**config.mk**
```make
export PLATFORM = sky130hd
export DESIGN_NAME = phase_seq
export DESIGN_NICKNAME = d
export VERILOG_FILES = /design/src/rtl/phase_seq.sv
export SDC_FILE = /design/constraint.sdc
export NUM_CORES = 1
export LEC_CHECK = 0
export CAP_MARGIN = 5
export CORE_AREA = 2 2 39 41
export CTS_BUF_LIST = sky130_fd_sc_hd__clkbuf_4
export CTS_CLUSTER_DIAMETER = 50
export DETAILED_ROUTE_END_ITERATION = 16
export DIE_AREA = 0 0 41 43
export PLACE_DENSITY = 0.75
export SYNTH_ARGS = -nofsm -noshare
export SYNTH_HDL_FRONTEND = slang
export SYNTH_SLANG_ARGS = --single-unit
```
**constraint.sdc**
```tcl
create_clock -name clk -period 2.3 [get_ports clk]
set_input_delay 0.23 -clock clk [delete_from_list [all_inputs] [get_ports clk]]
set_output_delay 0.23 -clock clk [all_outputs]
set_load 0.05 [all_outputs]
```
**src/rtl/phase_seq.sv**
```systemverilog
// Burst phase sequencer driving an external 3-bit enabled counter.
// Optional pause input enabled by defining PHASE_SEQ_HOLD_EN.
module phase_seq (
    input  logic       clk,
    input  logic       reset,
    input  logic       start,
    input  logic [2:0] len,
    input  logic [2:0] count,
`ifdef PHASE_SEQ_HOLD_EN
    input  logic       hold,
`endif
    output logic       cnten,
    output logic       busy,
    output logic       done,
    output logic [2:0] phase,
    output logic [7:0] ph
);

    typedef enum logic [1:0] {
        IDLE = 2'd0,
        RUN  = 2'd1,
        DONE = 2'd2
    } state_t;

    state_t     state;
    state_t     state_n;
    logic [2:0] base;
    logic [2:0] lenr;
    logic       accept;
    logic       last;
    logic       hold_w;

`ifdef PHASE_SEQ_HOLD_EN
    assign hold_w = hold;
`else
    assign hold_w = 1'b0;
`endif

    // Relative phase wraps naturally with the 3-bit counter.
    assign phase = count - base;
    assign last  = (phase == lenr);
    assign accept = start && (state != RUN);

    always_ff @(posedge clk or posedge reset) begin
        if (reset) begin
            state <= IDLE;
            base  <= 3'd0;
            lenr  <= 3'd0;
        end else begin
            state <= state_n;
            if (accept) begin
                base <= count;
                lenr <= len;
            end
        end
    end

    always_comb begin
        state_n = state;
        cnten   = 1'b0;
        busy    = 1'b0;
        done    = 1'b0;
        ph      = 8'd0;
        unique case (state)
            IDLE: begin
                if (accept)
                    state_n = RUN;
            end
            RUN: begin
                busy  = 1'b1;
                ph    = 8'd1 << phase;
                cnten = ~hold_w & ~last;
                if (~hold_w && last)
                    state_n = DONE;
            end
            DONE: begin
                done    = 1'b1;
                state_n = accept ? RUN : IDLE;
            end
            default: state_n = IDLE;
        endcase
    end

endmodule

```
==> impl_metrics.toml, run 1 <==
[synthesis]
netlist_area_um2 = 518
synth_most_common_cell = "dfrtp_1"
yosysTopAreaCell = "dfrtp_1"
synth_edf_count = 0
ys_warn_count = 0
synth_top_area_share_pct = 38.6
ys_types = 23
synth_nets = 60
synth_commonest_cells = "8 x dfrtp_1, 5 x inv_1, 4 x mux2_2, 4 x nor2_1, 3 x nor3_1"
syn_avg_cell_area_um2 = 10.6
synth_area_leaders = "dfrtp_1 39%, mux2_2 8.7%, nor4b_4 4.6%"
async_flop_share_pct = 100
ys_ff_latch = 8
yosys_most_used_dff = "dfrtp_1"
yosysSeqAreaShare_pct = 38.6
syn_inst = 49

[timing]
finalSetupViolCount = 1
period_minus_slack_ns = 2.37
slew_headroom_pct = 65.4
report.final.slew_viol_count = 0
setup_ws_ns = -0.0657
period_share_pct = 103
hold_viol_final = 0
worst_pin_slew_ns = 0.515
fin_worst_skew_ns = 0.00414
fmax_mhz = 423
rsz0062_at_grt = "yes"
fin_hold_ws_ns = 0.211

[grt]
grt_max_degree = 9
grt_pass1_wl_mm = 2.56
antenna_found_initial = 0
grt_use_total_pct = 22.8
grt_overflow = 0
grt_pass1_vias = 557

[clocking]
clockBufferDepth = 2
hold_buffers = 0
cts_tree = "built"
cts_buffers = 3
cts.sinks = 8
clk_latency_ns = 0.25
clk_pin_slew_ns = 0.05
cts_root_buf = "clkbuf_4"
htree_levels = 1

[floorplanning]
die-area_um2 = 1760
rows = 14
initial_utilization_pct = 37.4
design.portCount = 23
coreArea_um2 = 1380
die_h_um = 43
die_w_um = 41

[drt]
drtAntennaViolNets = 0
vias_per_cell = 5.15
drcViolationCount = 0
wire_per_inst_um = 15.1
finalWirelength_mm = 1.53
via_count = 520
drt-initial-drc-count = 2
dr.pass1.iters = 4

[critical_path]
endpoint_kind = "primary output"
crit_path_start_kind = "flip-flop"
cp.required_ns = 2.07
critical_path_class = "reg2out"
arrival_ns = 2.14
path_max_fanout = 4

[final_layout]
final_core_util_pct = 78.3
drive_gt1_share_pct = 62.4
n_fill_cell = 86
fin_area_um2 = 1080
ff_latch_area_um2 = 200
multi_input_area_um2 = 372
areaGrowthSynthToFinish_pct = 109
diodes = 0
final_nets = 98

[run_status]
failed_checks = "setup timing"
status = "finished with violations"

[place]
place_area_um2 = 970
port_buffers = 22
place_congestion = 0.734
pre_cts_ws_ns = -0.248
hpwl_mm = 1.16

[run]
cap_violations = 0

[min_path]
hold_class = "in2async"
## cells in the final DEF, fill, tap and decap left out, types with 2 or more instances in the layout
master | Yosys | final
mux2_2 | 4 | 4
clkbuf_4 | 0 | 3
nor2_2 | 0 | 4
o21ai_0 | 2 | 2
clkdlybuf4s50_1 | 0 | 9
inv_2 | 2 | 4
nor3_4 | 0 | 3
buf_4 | 0 | 10
nor4_4 | 1 | 3
nand2_1 | 2 | 2
buf_6 | 0 | 2
buf_12 | 0 | 12
dfrtp_1 | 8 | 8
inv_1 | 5 | 3
o21ai_1 | 2 | 2
## layout make-up
| type | instances | share of cell area, % |
|---|---|---|
| Tap cell | 16 | 1.85 |
| Sequential cell | 8 | 18.5 |
| Timing Repair Buffer | 34 | 40.3 |
| Inverter | 8 | 3.00 |
| Clock buffer | 3 | 2.08 |
| Multi-Input combinational cell | 32 | 34.3 |
## routing by layer
layer / global-route usage [%] / part of all wire (%) / vias up
met5: 0 / 0 / -
met4: 14.7 / 3.1 / 0
met3: 2.09 / 4.8 / 7
met2: 38.8 / 59 / 22
met1: 25.0 / 33 / 250
li1: - / - / 241
## logic make-up (layout without fill, tap and decap cells)
logic type | count (synthesis) | count (layout) | synth area share (%)
xor+xnor | 3 | 3 | 7.97
compound gates | 6 | 6 | 8.46
buf+inv | 9 | 45 | 7.25
simple gates | 17 | 17 | 22.7
fa+ha+maj | 2 | 2 | 6.28
mux | 4 | 4 | 8.70
flops | 8 | 8 | 38.6
## worst max-delay path: stages, from the launching register on
cell and delay [ns]:
dfrtp_1 0.37, ha_2 0.18, fa_2 0.34, xnor3_2 0.33
inv_4 0.07, nor4_4 0.38, nor3_4 0.05, buf_6 0.16
## stage by stage
stage / setup TNS, ns / std cells
3_3_place_gp: -1.06 / 95
2_1_floorplan: -0.217 / 49
3_5_place_dp: -1.47 / 95
5_1_grt: -0.233 / 101
6_report: -0.0657 / 101
4_1_cts: -0.0918 / 100
## worst paths after layout
path	from	to	slack [ns]	depth (start not counted)
setup / recovery	base[0]$_DFFE_PP0P_	cnten	-0.07	7
hold / removal	reset	base[0]$_DFFE_PP0P_	0.21	2
setup reg to reg	base[0]$_DFFE_PP0P_	state[0]$_DFFE_PP0P_	0.24	7
hold reg to reg	state[0]$_DFFE_PP0P_	state[0]$_DFFE_PP0P_	0.52	1
max in group asynchronous	reset	lenr[1]$_DFFE_PP0P_	1.86	2
min in group clk	count[0]	base[0]$_DFFE_PP0P_	0.49	4
## state kept, by name, indices dropped and copies added, names as in the netlist
register,flops
base,3
lenr,3
state,2
## timing repair
action                                  CTS  global route
hold endpoints to repair                  0             0
endpoints found under the setup margin    9             9
gates resized for setup                  12             4
pin swaps                                 4             4
buffers inserted                          2             1
Power of run 1 is left out: the tool's default activity adds up to more than one toggle a clock period on the data nets, which glitch-free logic cannot reach.
==> run 2, diff against run 1 <==
--- a/config.mk
+++ b/config.mk
@@ -14,2 +14,3 @@
 export PLACE_DENSITY = 0.75
+export SLEW_MARGIN = 20
 export SYNTH_ARGS = -nofsm -noshare
--- a/constraint.sdc
+++ b/constraint.sdc
@@ -3,2 +3,2 @@
 set_output_delay 0.23 -clock clk [all_outputs]
-set_load 0.05 [all_outputs]
+set_load 0.01 [all_outputs]
==> impl_metrics.toml, run 2 (synthesis gave the netlist of run 1 again) <==
[timing]
finalSetupViolCount = 0
worst_pin_slew_ns = 0.321
rsz0062_at_grt = "yes"
fmax_mhz = 435
report.final.slew_viol_count = 0
hold_viol_final = 0
fin_hold_ws_ns = 0.225
period_share_pct = 100
fin_worst_skew_ns = 0.000900
period_minus_slack_ns = 2.30
slew_headroom_pct = 78.5

[drt]
drt-initial-drc-count = 2
via_count = 472
dr.pass1.iters = 3
finalWirelength_mm = 1.20
drtAntennaViolNets = 0
wire_per_inst_um = 11.7
vias_per_cell = 4.63
drcViolationCount = 0

[grt]
antenna_found_initial = 0
grt_pass1_vias = 465
grt_max_degree = 9
grt_overflow = 0
grt_pass1_wl_mm = 1.97
grt_use_total_pct = 17.2

[critical_path]
crit_path_start_kind = "flip-flop"
arrival_ns = 2.07
endpoint_kind = "primary output"
r2r_end = "state[0]$_DFFE_PP0P_"
critical_path_class = "reg2out"
cp.required_ns = 2.07
reg2reg_slack_ns = 0.25
r2r-start = "base[0]$_DFFE_PP0P_"
path_max_fanout = 2
r2r_cells = 7

[final_layout]
top_regs = "base: 3 flops, lenr: 3 flops, state: 2 flops"
fin_area_um2 = 872
final_nets = 99
final_common_cell = "buf_4"
final_core_util_pct = 63.0
n_fill_cell = 123
ff_latch_area_um2 = 200
drive_gt1_share_pct = 45.3
areaGrowthSynthToFinish_pct = 68.4
diodes = 0
multi_input_area_um2 = 308
layout_common_cells = "11 x buf_4, 10 x clkdlybuf4s50_1, 8 x dfrtp_1, 5 x clkbuf_2"
instances_no_fill = 102

[min_path]
hold_class = "in2async"

[floorplanning]
die_h_um = 43
rows = 14
die-area_um2 = 1760
coreArea_um2 = 1380
initial_utilization_pct = 37.4
design.portCount = 23
die_w_um = 41

[power_and_ir_drop]
p_leak_uw = 0.000428
peakVddDrop_v = 0.000672
power_uw = 1400
pwr_density_cell_nw_per_um2 = 1610

[place]
place_congestion = 0.719
place_area_um2 = 821
placedCellCount = 95
port_buffers = 22
hpwl_um = 961

[clocking]
cts_tree = "built"
cts_buffers = 3
cts.sinks = 8
clk_latency_ns = 0.24
clockBufferDepth = 2
hold_buffers = 0
htree_levels = 1
clk_pin_slew_ns = 0.05
cts_root_buf = "clkbuf_4"

[run_status]
status = "complete, no violations"

[run]
cap_violations = 0
## run 2: critical path, cell delays in order (launching register included)
cell     delay (ns)
dfrtp_1        0.40
ha_4           0.17
fa_2           0.57
xnor2_2        0.13
nor4b_4        0.34
nor3_2         0.07
buf_2          0.15
## run 2: per-layer routing
layer,global-route usage (%),share of wire (%),up-vias
met5,0,0,-
met4,8.00,1.8,0
met3,3.66,6.5,2
met2,29.4,54,19
met1,18.8,38,207
li1,-,-,244
## run 2: worst max path at each step
| stage | start | to |
|---|---|---|
| 2_1_floorplan | base[0]$_DFFE_PP0P_ | cnten |
| 3_3_place_gp | count[0] | cnten |
| 3_5_place_dp | count[0] | cnten |
| 4_1_cts | base[0]$_DFFE_PP0P_ | cnten |
| 5_1_grt | base[0]$_DFFE_PP0P_ | cnten |
| 6_report | base[0]$_DFFE_PP0P_ | cnten |
## run 2: layout make-up
type,count,share of cell area (%)
multi-input combinational,32,35.3
timing repair buffer,35,33.1
clock buffer,3,2.58
tap,16,2.30
sequential,8,23.0
inverter,8,3.73
## run 2: metrics by stage
step,setup slack [ns],setup TNS (ns)
2_1_floorplan,0.175,0
3_3_place_gp,-0.581,-3.95
6_report,0.000509,0
3_5_place_dp,-0.677,-4.46
4_1_cts,-0.0581,-0.0581
5_1_grt,-0.0655,-0.0655
## run 2: what timing repair did
item	CTS	global route
pin swaps	6	2
hold endpoints to repair	0	0
setup endpoints to repair	11	9
resized for setup	27	13
gates cloned	0	0
setup buffers	4	0
## run 2: power breakdown
part | switching [uW] | internal (uW) | total (uW)
clock network | 38.5 | 59.1 | 97.6
registers | 54.9 | 207 | 262
logic | 490 | 550 | 1040
total | 584 | 816 | 1400
No activity file was read; power rests on OpenSTA's default activity.
